`src/rtl/serial_divide_unit.sv`:
```
// -----------------------------------------------------------------------------
// serial_divide_unit
//
// Multi-cycle integer divider for the Senior execution stage. It computes
// quotient and remainder with one restoring-division step per clock and uses a
// start/busy/done handshake. Signed mode truncates toward zero, and the
// remainder takes the sign of the dividend. Divide-by-zero skips the
// iterations and returns quot = all ones and rem = dividend, with div_zero_o set.
//
// Ports
//   clk_i       : clock, rising edge
//   reset_n_i   : asynchronous active-low reset
//   start_i     : request a division (sampled only in IDLE)
//   signed_i    : 1 = two's-complement, 0 = unsigned (captured with start_i)
//   flush_i     : abort any operation in progress, no done_o
//   op_a_i      : dividend
//   op_b_i      : divisor
//   busy_o      : operation in progress
//   done_o      : one-cycle pulse, results valid
//   quot_o      : quotient, held until next completed operation
//   rem_o       : remainder, held until next completed operation
//   div_zero_o  : divisor was zero, held with the results
//
// State table
//   state | meaning
//   IDLE  | waiting for start_i, busy_o = 0
//   RUN   | one restoring step per cycle, nat_w steps
//   FIX   | sign correction, register results, pulse done_o
// -----------------------------------------------------------------------------
module serial_divide_unit #(
    parameter int nat_w = 16
) (
    input  logic             clk_i,
    input  logic             reset_n_i,
    input  logic             start_i,
    input  logic             signed_i,
    input  logic             flush_i,
    input  logic [nat_w-1:0] op_a_i,
    input  logic [nat_w-1:0] op_b_i,
    output logic             busy_o,
    output logic             done_o,
    output logic [nat_w-1:0] quot_o,
    output logic [nat_w-1:0] rem_o,
    output logic             div_zero_o
);

    localparam int cnt_w = (nat_w > 1) ? $clog2(nat_w) : 1;

    typedef enum logic [1:0] {
        IDLE = 2'd0,
        RUN  = 2'd1,
        FIX  = 2'd2
    } state_t;

    state_t           state;
    logic [cnt_w-1:0] cnt;
    logic [nat_w-1:0] dvd_q;     // dividend bits shift out, quotient bits shift in
    logic [nat_w-1:0] dvs_q;     // divisor magnitude
    logic [nat_w-1:0] part_q;    // partial remainder
    logic             q_neg;
    logic             r_neg;
    logic             dz_q;

    // Operand magnitudes. The most negative value maps to itself, which is
    // its correct unsigned magnitude in this datapath.
    logic             a_neg;
    logic             b_neg;
    logic [nat_w-1:0] a_mag;
    logic [nat_w-1:0] b_mag;
    logic             b_zero;

    always_comb begin
        a_neg  = signed_i & op_a_i[nat_w-1];
        b_neg  = signed_i & op_b_i[nat_w-1];
        a_mag  = a_neg ? ('0 - op_a_i) : op_a_i;
        b_mag  = b_neg ? ('0 - op_b_i) : op_b_i;
        b_zero = (op_b_i == '0);
    end

    // One restoring step. The partial remainder is always below the divisor,
    // so the shifted value is below twice the divisor. Bit nat_w of the trial
    // difference is therefore a reliable borrow flag.
    logic [nat_w:0]   shifted;
    logic [nat_w:0]   trial;
    logic             q_bit;
    logic [nat_w-1:0] quot_fix;
    logic [nat_w-1:0] rem_fix;

    always_comb begin
        shifted  = {part_q, dvd_q[nat_w-1]};
        trial    = shifted - {1'b0, dvs_q};
        q_bit    = ~trial[nat_w];
        quot_fix = q_neg ? ('0 - dvd_q) : dvd_q;
        rem_fix  = r_neg ? ('0 - part_q) : part_q;
    end

    always_ff @(posedge clk_i or negedge reset_n_i) begin
        if (!reset_n_i) begin
            state      <= IDLE;
            cnt        <= '0;
            dvd_q      <= '0;
            dvs_q      <= '0;
            part_q     <= '0;
            q_neg      <= 1'b0;
            r_neg      <= 1'b0;
            dz_q       <= 1'b0;
            busy_o     <= 1'b0;
            done_o     <= 1'b0;
            quot_o     <= '0;
            rem_o      <= '0;
            div_zero_o <= 1'b0;
        end else if (flush_i) begin
            state  <= IDLE;
            busy_o <= 1'b0;
            done_o <= 1'b0;
        end else begin
            case (state)
                IDLE: begin
                    done_o <= 1'b0;
                    if (start_i) begin
                        busy_o <= 1'b1;
                        dz_q   <= b_zero;
                        part_q <= '0;
                        if (b_zero) begin
                            // The raw dividend is kept so that it can be returned
                            // as the remainder.
                            dvd_q <= op_a_i;
                            dvs_q <= '0;
                            q_neg <= 1'b0;
                            r_neg <= 1'b0;
                            state <= FIX;
                        end else begin
                            dvd_q <= a_mag;
                            dvs_q <= b_mag;
                            q_neg <= a_neg ^ b_neg;
                            r_neg <= a_neg;
                            cnt   <= cnt_w'(nat_w - 1);
                            state <= RUN;
                        end
                    end
                end

                RUN: begin
                    part_q <= q_bit ? trial[nat_w-1:0] : shifted[nat_w-1:0];
                    dvd_q  <= {dvd_q[nat_w-2:0], q_bit};
                    if (cnt == '0) begin
                        state <= FIX;
                    end else begin
                        cnt <= cnt - 1'b1;
                    end
                end

                FIX: begin
                    if (dz_q) begin
                        quot_o <= '1;
                        rem_o  <= dvd_q;
                    end else begin
                        quot_o <= quot_fix;
                        rem_o  <= rem_fix;
                    end
                    div_zero_o <= dz_q;
                    done_o     <= 1'b1;
                    busy_o     <= 1'b0;
                    state      <= IDLE;
                end

                default: begin
                    state  <= IDLE;
                    busy_o <= 1'b0;
                    done_o <= 1'b0;
                end
            endcase
        end
    end

endmodule
```
`config.mk`:
```
export PLATFORM = sky130hd
export DESIGN_NAME = serial_divide_unit
export DESIGN_NICKNAME = d
export VERILOG_FILES = /design/src/rtl/serial_divide_unit.sv
export SDC_FILE = /design/constraint.sdc
export NUM_CORES = 1
export LEC_CHECK = 0
export CAP_MARGIN = 20
export CORE_MARGIN = 2
export CORE_UTILIZATION = 62
export CTS_BUF_LIST = sky130_fd_sc_hd__clkbuf_2 sky130_fd_sc_hd__clkbuf_4 sky130_fd_sc_hd__clkbuf_8
export DETAILED_ROUTE_END_ITERATION = 7
export GPL_TIMING_DRIVEN = 0
export PLACE_DENSITY_LB_ADDON = 0.08
export SLEW_MARGIN = 15
export SYNTH_ARGS = -nofsm -noshare
export SYNTH_HDL_FRONTEND = slang
export SYNTH_SLANG_ARGS = --single-unit
```
`constraint.sdc`:
```
create_clock -name clk_i -period 4.4 [get_ports clk_i]
set_clock_uncertainty 0.15 [all_clocks]
set_input_delay 0.66 -clock clk_i [delete_from_list [all_inputs] [get_ports clk_i]]
set_output_delay 0.66 -clock clk_i [all_outputs]
set_load 0.01 [all_outputs]
```
==> results of run 1 <==
-- final timing paths --
path / slack, ps / cells past startpoint / end / from
min in group clk_i: 330 / 2 / quot_o[5] / quot_o[5]
setup reg to reg: 670 / 12 / part_q[12] / dvd_q[15]
max in group asynchronous: 3330 / 2 / q_neg / reset_n_i
hold reg to reg: 330 / 2 / quot_o[5] / quot_o[5]
hold / removal: 130 / 1 / part_q[7] / reset_n_i
setup / recovery: 670 / 12 / part_q[12] / dvd_q[15]
-- cells in the mapped netlist (4+ instances only) --
library cell and number:
xor2_1 41, or3_1 5, nand3_1 12, ha_1 21, clkbuf_1 27, nor2b_1 9, o21ai_0 69, o221ai_1 13
or4_1 5, nor3_1 11, o31ai_1 9, nand2b_1 9, nor2_1 61, a211oi_1 6, nand2_1 104, mux2i_1 15
and3_1 4, dfrtp_1 92, a21oi_1 56, xnor2_1 25, inv_1 30
-- metal layers --
layer  up-vias  GRT usage  routed length, µm
met4         0     0.0790                221
li1       2576          -                  -
met3        24     0.0562                997
met2       217      0.476               6960
met1      2537      0.443               6680
met5         -          0                  0
-- worst max-delay path, cell delays in order (launching register included) --
cell and delay, ps:
dfrtp_1 400, inv_1 170, ha_1 230, fa_1 210, nand2b_1 160, a21oi_1 90, a211oi_1 520, o21ai_0 340
a221o_1 370, xor2_1 190, clkbuf_1 420, a2bb2oi_1 230, o21ai_0 110
-- report_power, final --
part           total [mW]  switching [mW]  internal [mW]
Sequential           1.56           0.363           1.20
Clock               0.559           0.340          0.218
Combinational        2.85            1.56           1.28
-- flip-flops by register name, summed over array words and instances (netlist names) --
signal	flops
quot_o	16
dvs_q	16
cnt	4
dz_q	1
done_o	1
state	2
dvd_q	16
part_q	16
q_neg	1
r_neg	1
busy_o	1
rem_o	16
div_zero_o	1
-- area by class of cell --
class | instances | share of cell area
buffer | 34 | 0.0201
clock buffer | 9 | 0.0179
clock inverter | 7 | 0.00906
inverter | 30 | 0.0163
multi-input combinational | 532 | 0.477
sequential | 92 | 0.333
tap | 111 | 0.0201
timing repair buffer | 72 | 0.107
-- logic make-up (layout without fill, tap and decap cells) --
group,after synthesis,after routing,share of synthesized area
multiplexers,16,16,0.0276
AO/OA/AOI/OAI,184,184,0.191
buffers and inverters,64,152,0.0430
adder cells (fa/ha/maj),22,22,0.0484
XOR/XNOR,66,66,0.0989
AND/OR/NAND/NOR,244,244,0.197
flip-flops,92,92,0.394
==> results.json, run 1 <==
{
  "status": "completed",
  "critPathLaunchType": "register",
  "utilization": 0.751,
  "setup_viol": 0,
  "vias": 5354,
  "cp-end-kind": "register",
  "synth_area_leaders": "dfrtp_1 (39%), nand2_1 (6.7%), xor2_1 (6.1%), o21ai_0 (5.9%), a21oi_1 (4.8%)",
  "coreArea_um2": 9200,
  "clock_sinks": 92,
  "routed_wl_um": 14900,
  "fin_crit_ps": 3730,
  "placed_cell_area_um2": 6720,
  "path_max_fanout": 10,
  "p_per_area_nw_per_um2": 719,
  "hold_ws_ps": 126,
  "peakVddDrop_v": 0.000372,
  "gp_congestion": 0.908,
  "fp.dieH_um": 101,
  "synthToLayoutAreaGrowth_pct": 18.1,
  "cts-resized-gates": 0,
  "routedWlPerCell_um": 16.8,
  "grt_max_degree": 48,
  "grt_pass1_wl_um": 24600,
  "initial_utilization": 0.636,
  "seq_area_frac_synth": 0.394,
  "post_route_cells_drive_above_1_share": 0.0438,
  "cp.arrival_ps": 3820,
  "io-pin-count": 72,
  "dp.cells": 871,
  "diodes": 0,
  "grt_setup_unrepaired": "false",
  "final_common_cell": "nand2_1",
  "required_ps": 4500,
  "synth-main-ff-cell": "dfrtp_1",
  "fin_cells": 887,
  "fin_ws_ps": 671,
  "p_leak_nw": 2.97,
  "globalRouteTotalUtil": 0.305,
  "min_path_type": "in2async",
  "cts_made_buffers": 9,
  "fp-row-count": 35,
  "tightestPinTransition_ps": 764,
  "synth_top_area_frac": 0.394,
  "die_w_um": 101,
  "fmaxAchievable_ghz": 0.268,
  "nets": 830,
  "grt_pass1_vias": 5138,
  "p_total_mw": 4.97,
  "postCtsSetupRepairBufs": 0,
  "cts_hold_buf": 0,
  "timing.final.crit_share": 0.847,
  "synth-seq-cells": 92,
  "synthArstFlopShare": 1.00,
  "slew_headroom": 0.489,
  "most-common-layout-cells": "nand2_1 (104), dfrtp_1 (92), clkdlybuf4s50_1 (70), o21ai_0 (69), nor2_1 (61)",
  "hold_viol": 0,
  "globalRouteOverflowTotal": 0,
  "final_area_um2": 6910,
  "cts_tree": "built",
  "clock_path_buffers": 2,
  "clkSlewWorstSetupHoldPaths_ps": 100,
  "htree_levels": 3,
  "syn_inst": 688,
  "drc_errors": 0,
  "syn_area_per_cell_um2": 8.50,
  "max_cap_viol_count": 0,
  "slew_violations": 0,
  "multi_input_area_um2": 3290,
  "drt_iter0_markers": 382,
  "cts-root-buf": "clkbuf_8",
  "dieArea_um2": 10200,
  "antenna_found_initial": 0,
  "tns_ps": 0,
  "yosysTopAreaCell": "dfrtp_1",
  "synth_fp_nets": 747,
  "via_per_inst": 6.04,
  "postRouteAntennaNets": 0,
  "clkLatencyLatePin_ps": 370,
  "fillers": 701,
  "syn-cell-area_um2": 5850,
  "regArea_um2": 2300,
  "place.detailed.hpwl_um": 11400,
  "yosys_warnings": 0,
  "critPathKind": "reg2reg",
  "port_buffers": 71,
  "dr.pass1.iters": 5,
  "ys_types": 64,
  "pre_cts_slack_ps": 695,
  "synth_edf_count": 0
}
No activity file was read; power rests on OpenSTA's default activity.
==> run 2, diff against run 1 <==
Settings changed: CORE_UTILIZATION 62 to 53.
Clock period 4.4 ns to 3.05 ns, I/O delays scaled along.
==> run 2 against run 1 <==
Effect of this change: global-route usage down 3.8 points; die area up 16%; power up 54%; cell count up 4.5%; critical path type unchanged; largest power group unchanged; highest routed layer unchanged.
==> results.json, run 2 (synthesized netlist as in run 1, its figures left out) <==
{
  "cts-root-buf": "clkbuf_8",
  "clkSlewWorstSetupHoldPaths_ps": 90,
  "synthToLayoutAreaGrowth_pct": 22.2,
  "fp-row-count": 38,
  "initial_utilization": 0.542,
  "grt_pass1_vias": 5149,
  "via_per_inst": 5.76,
  "io-pin-count": 72,
  "reg2reg_slack_ps": 100,
  "gp_congestion": 0.902,
  "status": "completed",
  "p_per_area_nw_per_um2": 1070,
  "globalRouteTotalUtil": 0.268,
  "fin_ws_ps": 101,
  "globalRouteOverflowTotal": 0,
  "antenna_found_initial": 0,
  "critPathKind": "reg2reg",
  "grt_pass1_wl_um": 24800,
  "pre_cts_slack_ps": -599,
  "cts_tree": "built",
  "diodes": 0,
  "routedWlPerCell_um": 16.3,
  "place.detailed.hpwl_um": 11700,
  "dr.pass1.iters": 5,
  "drc_errors": 0,
  "coreArea_um2": 10800,
  "clkLatencyLatePin_ps": 380,
  "tightestPinTransition_ps": 788,
  "slew_violations": 0,
  "cp-end-kind": "register",
  "most-common-layout-cells": "nand2_1 (104), dfrtp_1 (91), o21ai_0 (68), clkdlybuf4s50_1 (66), nor2_1 (61)",
  "grt_max_degree": 48,
  "path_max_fanout": 7,
  "port_buffers": 71,
  "hold_viol": 0,
  "tns_ps": 0,
  "r2r-end": "part_q[6]",
  "vias": 5336,
  "fin_crit_ps": 2950,
  "peakVddDrop_v": 0.000595,
  "final_common_cell": "nand2_1",
  "die_w_um": 109,
  "routed_wl_um": 15100,
  "hold_end": "quot_o[0]",
  "drt_iter0_markers": 276,
  "clock_sinks": 92,
  "whs_path_depth": 2,
  "hp-start": "quot_o[0]",
  "timing.final.crit_share": 0.967,
  "min_path_type": "reg2reg",
  "max_cap_viol_count": 0,
  "clock_path_buffers": 2,
  "cts_made_buffers": 9,
  "dieArea_um2": 11900,
  "required_ps": 3150,
  "setup_viol": 0,
  "fp.dieH_um": 109,
  "p_total_mw": 7.63,
  "fmaxAchievable_ghz": 0.339,
  "slew_headroom": 0.473,
  "htree_levels": 3,
  "post_route_cells_drive_above_1_share": 0.0712,
  "p_leak_nw": 3.08,
  "critPathLaunchType": "register",
  "rr_startpoint": "part_q[2]",
  "postRouteAntennaNets": 0,
  "cp.arrival_ps": 3050,
  "nets": 841,
  "worst-r2r-cell-count": 11
}
run 2: area by class of cell:
cell class	instances	area, µm²
repair buffers	83	836
fillers	923	3650
clock buffers	12	159
multi-input cells	532	3350
clock inverters	4	47.5
inverters	30	113
flip-flops and latches	92	2300
plain buffers	34	158
well taps	140	175
run 2: repair_timing:
action,in CTS,in global routing
hold endpoints to repair,45,0
pin swaps,4,8
hold buffers,1,0
resized for setup,12,13
buffers inserted,5,5
endpoints found under the setup margin,20,27
run 2: how the worst max path moves through the flow:
stage	depth (start not counted)	from	slack, ps	to
2_1_floorplan	12	dvd_q[15]	70	part_q[9]
3_3_place_gp	1	reset_n_i	-1980	cnt[1]
3_5_place_dp	12	dvd_q[15]	-600	part_q[9]
4_1_cts	13	dvd_q[15]	5	part_q[5]
5_1_grt	11	part_q[2]	-50	part_q[3]
6_report	11	part_q[2]	100	part_q[6]
run 2: worst max-delay path: stages, from the launching register on:
cell and delay, ps:
dfrtp_1 470, ha_1 360, o211ai_1 200, a21oi_2 60, a211oi_2 350, o21ai_2 110, a221o_1 370, xor2_2 200
buf_6 160, buf_12 120, mux2i_1 170, o21ai_0 80
run 2: routing by layer:
metal / track usage / wire length (µm) / part of all wire
met1: 0.375 / 7150 / 0.47
met4: 0.0870 / 237 / 0.016
met2: 0.428 / 7160 / 0.47
met3: 0.0383 / 571 / 0.038
met5: 0 / 0 / 0
run 2: through the flow:
stage / std cells / hold WS [ps] / utilization / area, µm²
floorplan: 688 / 11.9 / - / 5850
global placement: 899 / 309 / 0.624 / 6730
detailed placement: 900 / 312 / 0.626 / 6760
CTS: 922 / 334 / 0.654 / 7060
global route: 927 / 361 / 0.662 / 7140
finish: 927 / 331 / 0.662 / 7140
run 2: power breakdown:
part           switching, mW  total (mW)  internal, mW  leakage (nW)
logic                   2.35        4.50          2.16          1.82
registers              0.525        2.26          1.73          1.16
clock network          0.444       0.874         0.430         0.106
==> run 3, diff against run 2 <==
Settings changed: GPL_ROUTABILITY_DRIVEN set to 0.
==> results of run 3 <==
Same layout as run 2: the final DEF is identical, and so are final timing and power.
